### src/rtl/mig_app_arbiter.sv
// mig_app_arbiter: shares the DDR3 MIG app_* interface between instruction fetch (IF) and data memory (DM).
// Optional one-line instruction buffer enabled by defining MIG_ARB_LINE_BUFFER_EN.
module mig_app_arbiter #(
  parameter int ADDR_WIDTH     = 28,
  parameter int APP_DATA_WIDTH = 128
) (
  input  logic                          ui_clk,
  input  logic                          sys_rst,
  input  logic                          init_calib_complete,
  input  logic                          if_req,
  input  logic [31:0]                   if_addr,
  output logic                          if_ack,
  output logic                          if_rvalid,
  output logic [31:0]                   if_rdata,
  input  logic                          dm_req,
  input  logic                          dm_we,
  input  logic [31:0]                   dm_addr,
  input  logic [31:0]                   dm_wdata,
  output logic                          dm_ack,
  output logic                          dm_rvalid,
  output logic [31:0]                   dm_rdata,
  output logic                          dm_wdone,
  output logic [ADDR_WIDTH-1:0]         app_addr,
  output logic [2:0]                    app_cmd,
  output logic                          app_en,
  input  logic                          app_rdy,
  output logic [APP_DATA_WIDTH-1:0]     app_wdf_data,
  output logic [APP_DATA_WIDTH/8-1:0]   app_wdf_mask,
  output logic                          app_wdf_wren,
  output logic                          app_wdf_end,
  input  logic                          app_wdf_rdy,
  input  logic [APP_DATA_WIDTH-1:0]     app_rd_data,
  input  logic                          app_rd_data_valid,
  output logic [2:0]                    fsm_state
);

  typedef enum logic [2:0] {
    S_CALIB_WAIT = 3'd0,
    S_IDLE       = 3'd1,
    S_CMD        = 3'd2,
    S_WR         = 3'd3,
    S_RDWAIT     = 3'd4,
    S_HIT        = 3'd5
  } state_t;

  state_t state, state_n;

  logic        owner_if;   // current transaction belongs to the IF port
  logic        rr_if_pri;  // IF wins the next contention
  logic [31:0] addr_q;
  logic        cmd_done, wdf_done;

  logic        if_cand, dm_cand, contend;
  logic        grant_if, grant_dm;
  logic        cmd_acc, wdf_acc;
  logic        if_hit;
  logic [31:0] addr_n;
  logic [31:0] hit_word;
  logic [31:0] rd_word;
  logic [APP_DATA_WIDTH/8-1:0] mask_n;
  logic        unused_bits;

  // MIG handshakes: a command (app_en) or write beat (app_wdf_wren) transfers on the
  // rising edge where it is high together with its ready; it then stays high until that edge.
  always_comb begin
    if_cand  = if_req && !if_ack;
    dm_cand  = dm_req && !dm_ack;
    contend  = 1'b0;
    grant_if = 1'b0;
    grant_dm = 1'b0;
    cmd_acc  = cmd_done || (app_en && app_rdy);
    wdf_acc  = wdf_done || (app_wdf_wren && app_wdf_rdy);
    state_n  = state;
    case (state)
      S_CALIB_WAIT: if (init_calib_complete) state_n = S_IDLE;
      S_IDLE: begin
        if (!init_calib_complete) begin
          state_n = S_CALIB_WAIT;
        end else begin
          if (if_cand && dm_cand) begin
            contend  = 1'b1;
            grant_if = rr_if_pri;
            grant_dm = !rr_if_pri;
          end else begin
            grant_if = if_cand;
            grant_dm = dm_cand;
          end
          if (grant_if) state_n = if_hit ? S_HIT : S_CMD;
          if (grant_dm) state_n = dm_we ? S_WR : S_CMD;
        end
      end
      S_CMD:    if (app_en && app_rdy) state_n = S_RDWAIT;
      S_WR:     if (cmd_acc && wdf_acc) state_n = S_IDLE;
      S_RDWAIT: if (app_rd_data_valid) state_n = S_IDLE;
      S_HIT:    state_n = S_IDLE;
      default:  state_n = S_CALIB_WAIT;
    endcase
  end

  always_comb begin
    addr_n = grant_dm ? dm_addr : if_addr;
    mask_n = '1;
    mask_n[{dm_addr[3:2], 2'b00} +: 4] = 4'b0000;
    rd_word = app_rd_data[{addr_q[3:2], 5'b00000} +: 32];
  end

  assign app_wdf_end = app_wdf_wren;
  assign fsm_state   = state;
  assign unused_bits = ^addr_q;

  always_ff @(posedge ui_clk or posedge sys_rst) begin
    if (sys_rst) state <= S_CALIB_WAIT;
    else         state <= state_n;
  end

  always_ff @(posedge ui_clk or posedge sys_rst) begin
    if (sys_rst) begin
      if_ack       <= 1'b0;
      dm_ack       <= 1'b0;
      if_rvalid    <= 1'b0;
      dm_rvalid    <= 1'b0;
      dm_wdone     <= 1'b0;
      if_rdata     <= '0;
      dm_rdata     <= '0;
      app_addr     <= '0;
      app_cmd      <= '0;
      app_en       <= 1'b0;
      app_wdf_data <= '0;
      app_wdf_mask <= '0;
      app_wdf_wren <= 1'b0;
      owner_if     <= 1'b0;
      rr_if_pri    <= 1'b0;
      addr_q       <= '0;
      cmd_done     <= 1'b0;
      wdf_done     <= 1'b0;
    end else begin
      if_ack    <= 1'b0;
      dm_ack    <= 1'b0;
      if_rvalid <= 1'b0;
      dm_rvalid <= 1'b0;
      dm_wdone  <= 1'b0;
      if (grant_if || grant_dm) begin
        if_ack   <= grant_if;
        dm_ack   <= grant_dm;
        owner_if <= grant_if;
        addr_q   <= addr_n;
        app_addr <= {addr_n[ADDR_WIDTH:4], 3'b000};
        app_cmd  <= (grant_dm && dm_we) ? 3'b000 : 3'b001;
        cmd_done <= 1'b0;
        wdf_done <= 1'b0;
        if (grant_dm && dm_we) begin
          app_wdf_data <= {(APP_DATA_WIDTH/32){dm_wdata}};
          app_wdf_mask <= mask_n;
        end
        if (contend) rr_if_pri <= grant_dm;
      end
      case (state)
        S_CMD: app_en <= !(app_en && app_rdy);
        S_WR: begin
          // command and write data complete independently, in either order
          if (app_en && app_rdy) begin
            app_en   <= 1'b0;
            cmd_done <= 1'b1;
          end else if (!cmd_done) begin
            app_en <= 1'b1;
          end
          if (app_wdf_wren && app_wdf_rdy) begin
            app_wdf_wren <= 1'b0;
            wdf_done     <= 1'b1;
          end else if (!wdf_done) begin
            app_wdf_wren <= 1'b1;
          end
          if (cmd_acc && wdf_acc) dm_wdone <= 1'b1;
        end
        S_RDWAIT: begin
          if (app_rd_data_valid) begin
            if (owner_if) begin
              if_rdata  <= rd_word;
              if_rvalid <= 1'b1;
            end else begin
              dm_rdata  <= rd_word;
              dm_rvalid <= 1'b1;
            end
          end
        end
        S_HIT: begin
          if_rdata  <= hit_word;
          if_rvalid <= 1'b1;
        end
        default: ;
      endcase
    end
  end

`ifdef MIG_ARB_LINE_BUFFER_EN
  logic [APP_DATA_WIDTH-1:0] buf_line;
  logic [27:0]               buf_tag;
  logic                      buf_valid;

  assign if_hit   = buf_valid && (if_addr[31:4] == buf_tag);
  assign hit_word = buf_line[{addr_q[3:2], 5'b00000} +: 32];

  always_ff @(posedge ui_clk or posedge sys_rst) begin
    if (sys_rst) begin
      buf_line  <= '0;
      buf_tag   <= '0;
      buf_valid <= 1'b0;
    end else if (state == S_RDWAIT && app_rd_data_valid && owner_if) begin
      buf_line  <= app_rd_data;
      buf_tag   <= addr_q[31:4];
      buf_valid <= 1'b1;
    end else if (grant_dm && dm_we && (dm_addr[31:4] == buf_tag)) begin
      buf_valid <= 1'b0;
    end
  end
`else
  assign if_hit   = 1'b0;
  assign hit_word = '0;
`endif

endmodule

### config.mk
export PLATFORM = sky130hd
export DESIGN_NAME = mig_app_arbiter
export DESIGN_NICKNAME = d
export VERILOG_FILES = /design/src/rtl/mig_app_arbiter.sv
export SDC_FILE = /design/constraint.sdc
export NUM_CORES = 1
export LEC_CHECK = 0
export CAP_MARGIN = 20
export CORE_AREA = 2 2 186 188
export CTS_CLUSTER_DIAMETER = 150
export DETAILED_ROUTE_END_ITERATION = 16
export DIE_AREA = 0 0 188 190
export HOLD_SLACK_MARGIN = 0.1
export PLACE_DENSITY = 0.6
export SLEW_MARGIN = 5
export SYNTH_ARGS = -nofsm -noshare
export SYNTH_HDL_FRONTEND = slang
export SYNTH_SLANG_ARGS = --single-unit
### constraint.sdc
create_clock -name ui_clk -period 12.82 [get_ports ui_clk]
set_input_delay 1.923 -clock ui_clk [delete_from_list [all_inputs] [get_ports ui_clk]]
set_output_delay 1.923 -clock ui_clk [all_outputs]
set_load 0.02 [all_outputs]
# == Yosys cells after proc, flatten, opt, wreduce, memory -nomap -nowiden ==
# Cells that the tools add are included.
# classes
add_sub_neg,1
eq_ne,13
mux,48
n_reduce_logical,24
n_shift,3
n_bitwise,3
# ops
cell,n
128-bit by 8-bit variable part select with 32-bit output,1
32-bit 2-to-1 mux,2
32-bit case mux with 2 select lines,1
1-bit 2-to-1 mux,34
29-bit 2-to-1 mux,1
3-bit 2-to-1 mux,7
3-bit case mux with 6 select lines,1
16-bit inverter,1
16-bit OR,1
"4-bit by 6-bit variable shift with 16-bit output, first input constant",1
"4-bit by 6-bit variable part select with 16-bit output, first input constant",1
"2-bit != test, second input constant",5
2-bit AND reduction,4
1-bit logical AND,7
"3-bit by 2-bit == test with 1-bit output, second input constant",2
"3-bit == test, second input constant",2
4-bit negator with 6-bit output,1
3-bit AND reduction,2
5-bit AND reduction,1
1-bit zero test,4
"4-bit != test, second input constant",1
1-bit case mux with 2 select lines,2
2-bit nonzero test,2
"3-bit by 1-bit == test with 1-bit output, second input constant",1
other kinds (5),7
# totals
wordCells,111
out_inout_bits,250
register_bits,254
in_bits,233

# == Depth between registers and ports, before layout ==
# depth
depth_word,12
mapped_depth,7

# == Worst setup path before layout ==
# OpenSTA, ideal clock, no wires.
# synth_path
path_kind,input-to-reg
start,input init_calib_complete
end,register app_wdf_data[115]
required_ns,12.695
arrival_time_ns,2.844
slack_ns,9.852
path_stages,4
setup_time_ns,0.125
path_buffers,1
cell_sequence,and4bb_2 -> nand4_4 -> buf_2 -> mux2_2
# synth_via
elab_chain_cells,4
elab_cells_between_ends,7
# synth_lines
element,line_no,rtl
"start, declared",9,"input logic init_calib_complete,"
1-bit 2-to-1 mux,77,if (!init_calib_complete) begin
1-bit 2-to-1 mux,74,case (state)
1-bit logical OR or 1-bit logical AND (tied branches),"142, 151",
2-bit AND reduction (no line) *,-,
"end signal, assigned",152,app_wdf_data <= {(APP_DATA_WIDTH/32){dm_wdata}};
"end, declared",27,"output logic [APP_DATA_WIDTH-1:0] app_wdf_data,"
# Every way passes the cells marked *; elsewhere a longest branch is shown, timed or not.
# A chain may end at the register's enable or synchronous reset.

# == Worst setup path after layout ==
# layout_path
start,input init_calib_complete
end,register app_addr[27]
# layout_via
elab_chain_cells,3
elab_cells_between_ends,6
# layout_lines
element,line_no,rtl
1-bit 2-to-1 mux,77,
1-bit 2-to-1 mux,74,
29-bit 2-to-1 mux or 1-bit logical OR (tied branches),"101, 142",
"end signal, assigned",147,"app_addr <= {addr_n[ADDR_WIDTH:4], 3'b000};"
"end, declared",23,"output logic [ADDR_WIDTH-1:0] app_addr,"
# Several ways; a longest one is shown, not always the timed one.

==> flow_summary.rst <==
.. list-table::
   :header-rows: 1

   * - Metric
     - Value
   * - Placer congestion estimate
     - 0.797
   * - Power density relative to cell area
     - 240 nW/um^2
   * - Instance count of the mapped netlist
     - 591
   * - Final net count
     - 1173
   * - Setup crit end kind
     - flop
   * - Fraction of registers with async set/reset
     - 100%
   * - Number of instances resized during post-cts repair
     - 0
   * - Drt pass-1 iters
     - 4
   * - DRT Wirelength
     - 25200 um
   * - Warning count from the yosys run
     - 0
   * - Die Outline Area
     - 35700 sq um
   * - RSZ-0062 raised after global routing
     - no
   * - CTS H-Tree Depth
     - 4
   * - Initial antenna violation count
     - 1
   * - Worst setup slack before clock tree synthesis
     - 8.19 ns
   * - Worst path required time
     - 13.15 ns
   * - Largest net degree at the start of global routing
     - 82
   * - TritonCTS clock tree
     - built
   * - Worst rel slew slack
     - 44.3%
   * - Remaining design rule violation count
     - 0
   * - Initial standard-cell utilization of the core
     - 21.2%
   * - Average wire per standard cell
     - 17.9 um
   * - Clock tree root buffer cell
     - sky130_fd_sc_hd__clkbuf_16
   * - Filler Cells Inserted
     - 3316
   * - Clock skew
     - 0.0176 ns
   * - Die Width
     - 188 um
   * - CP max FO
     - 29
   * - Top-level I/O count
     - 483
   * - Clock net sink count
     - 142
   * - Compound-Gate Fraction of Synth Area
     - 8.32%
   * - Dpl cells
     - 1375
   * - Minimum clock period
     - 4.09 ns
   * - # Post-CTS Setup Buffers
     - 0
   * - Kind of launch point of the worst setup path
     - input port
   * - Worst Path Class, Setup
     - input port to flop
   * - Via count of the routed design
     - 5797
   * - Syn Area/Cell
     - 12.2 sq um
   * - Area of combinational cells with multiple inputs
     - 2630 sq um
   * - EDFF count, synth
     - 0
   * - Most common cell after layout, fill and taps aside
     - sky130_fd_sc_hd__clkdlybuf4s50_1
   * - Main combinational cell family by area after synthesis
     - multiplexers
   * - Share of final-layout standard cells stronger than drive strength 1
     - 13.9%
   * - Area of the mapped netlist
     - 7200 sq um
   * - Simple-gate share of the synthesized area
     - 7.35%
   * - Static Leakage
     - 4.93 nW
   * - Portion of the post-synthesis area used by sequential elements
     - 49.3%
   * - Setup_tns
     - 0 ns
   * - Predominant post-synthesis flop cell
     - sky130_fd_sc_hd__dfrtp_1
   * - Routed via count divided by cell count
     - 4.12
   * - Critical path arrival
     - 4.42 ns
   * - Core ar.
     - 33900 sq um
   * - Final antenna-violating net count
     - 0
   * - XOR/XNOR share of the synthesized area
     - 0.122%
   * - Area share of fa/ha/maj cells after synthesis
     - 0%
   * - Number of hold violations in the final report
     - 0
   * - Number of clock buffers inserted by TritonCTS
     - 17
   * - Outcome
     - complete, no violations
   * - First-pass GRT wire length
     - 37100 um
   * - IO Port Bufs
     - 467
   * - All-layer global routing usage
     - 13.7%
   * - Count of final setup violators
     - 0
   * - Number of max-cap violations
     - 0
   * - Flip-flop and latch count after synthesis
     - 142
   * - DPL Wire Length
     - 19300 um
   * - Number of hold buffers added after CTS
     - 0
   * - Register area
     - 3550 sq um
   * - PnR worst setup slack
     - 8.73 ns
   * - P&R area growth vs syn
     - 67.7%
   * - Clock transition at the registers of the reported paths
     - 0.07 ns
   * - Distinct cells, synth
     - 39
   * - Multiplexer share of the synthesized area
     - 20.1%
   * - Clock latency on the worst-skew pair
     - 0.42 ns
   * - Slew at the pin closest to its max-slew limit
     - 0.835 ns
   * - Largest buffer count on any clock path
     - 2
   * - Overall overflow remaining after global route
     - 0
   * - Worst min path class
     - flop to flop
   * - Vias in the first global route
     - 5839
   * - Max-slew violation count
     - 0
   * - Period Utilization, post-route
     - 31.9%
   * - Post-route non-filler standard cell count
     - 1408
   * - Peak supply drop
     - 0.110 mV
   * - FP Rows
     - 68
   * - Leading cell types in the layout, fill and taps excluded
     - sky130_fd_sc_hd__clkdlybuf4s50_1 (467), sky130_fd_sc_hd__dfrtp_1 (141), sky130_fd_sc_hd__nand2_1 (61), sky130_fd_sc_hd__mux2_2 (51)
   * - Y dimension of the die
     - 190 um
   * - Drt initial violations
     - 255
   * - Highest clock frequency the design can meet
     - 244 MHz
[final cells by class]
type / instances / share of cell area, %
well taps: 455 / 4.71
clock buffers: 17 / 3.52
diodes: 1 / 0.0207
clock inverters: 14 / 1.04
repair buffers: 474 / 39.2
inverters: 8 / 0.290
multi-input cells: 297 / 21.8
flip-flops and latches: 142 / 29.4
[final timing paths]
path | from | endpoint | slack [ns] | depth (start not counted)
max | init_calib_complete | app_addr[27] | 8.73 | 6
min | app_cmd[0] | app_cmd[0] | 0.49 | 1
max reg2reg | fsm_state[0] | app_addr[27] | 10.09 | 5
min reg2reg | app_cmd[0] | app_cmd[0] | 0.49 | 1
max in group asynchronous | sys_rst | addr_q[2] | 9.38 | 3
min in group asynchronous | sys_rst | app_wdf_data[99] | 2.01 | 2
[routing by layer]
| layer | vias up | track usage [%] | part of all wire, % |
|---|---|---|---|
| li1 | 2678 | - | - |
| met1 | 2874 | 17.5 | 42 |
| met2 | 232 | 23.3 | 51 |
| met3 | 13 | 3.15 | 5.8 |
| met4 | 0 | 3.48 | 1.0 |
| met5 | - | 0 | 0 |
[stage by stage]
stage          total power, mW  hold slack, ns  area, sq um  util, %
6_report                  2.89           0.493        12100     35.6
5_1_grt                   3.05           0.511        12100     35.6
4_1_cts                   2.95           0.501        12100     35.5
3_5_place_dp              2.44           0.484        11500     33.9
3_3_place_gp              2.43           0.470        11500     33.9
2_1_floorplan             1.81           0.455         7220        -
[logic make-up after synthesis]
family	Yosys count
buffers and inverters	156
flip-flops	142
AND/OR/NAND/NOR	112
multiplexers	97
AO/OA/AOI/OAI	82
XOR/XNOR	1
other	1
[synth_stat cells, types with 2 or more instances]
cell type,count,area (sq um)
sky130_fd_sc_hd__a21o_1,3,22.5
sky130_fd_sc_hd__a21oi_1,5,25.0
sky130_fd_sc_hd__a22o_1,32,280
sky130_fd_sc_hd__a31oi_1,29,181
sky130_fd_sc_hd__buf_2,21,105
sky130_fd_sc_hd__buf_4,119,893
sky130_fd_sc_hd__clkbuf_1,7,26.3
sky130_fd_sc_hd__dfrtp_1,142,3550
sky130_fd_sc_hd__inv_1,7,26.3
sky130_fd_sc_hd__mux2_1,13,146
sky130_fd_sc_hd__mux2_2,51,574
sky130_fd_sc_hd__mux4_2,32,721
sky130_fd_sc_hd__nand2_1,61,229
sky130_fd_sc_hd__nand2b_1,2,12.5
sky130_fd_sc_hd__nand3_1,2,10.0
sky130_fd_sc_hd__nor2_1,32,120
sky130_fd_sc_hd__nor2b_1,4,25.0
sky130_fd_sc_hd__nor3_1,3,15.0
sky130_fd_sc_hd__o21ai_0,5,25.0
sky130_fd_sc_hd__o22ai_1,2,12.5
[flip-flops by register name (all words and copies together), names as in the netlist, 2 cells and up]
name	flops
addr_q	2
app_addr	25
app_wdf_data	32
app_wdf_mask	4
dm_rdata	32
fsm_state	3
if_rdata	32
[report_power, final]
part | total (mW) | leakage (nW) | internal, mW | switching [mW]
clock network | 0.481 | 0.259 | 0.254 | 0.227
logic | 1.63 | 2.86 | 0.833 | 0.800
registers | 0.779 | 1.80 | 0.620 | 0.159
[critical path: stages]
cell,delay (ns)
sky130_fd_sc_hd__clkdlybuf4s50_1,0.51
sky130_fd_sc_hd__and4bb_2,0.35
sky130_fd_sc_hd__nand3_2,0.59
sky130_fd_sc_hd__inv_2,0.72
sky130_fd_sc_hd__nand2_1,0.10
sky130_fd_sc_hd__a31oi_1,0.20
No activity file was read; power rests on OpenSTA's default activity.
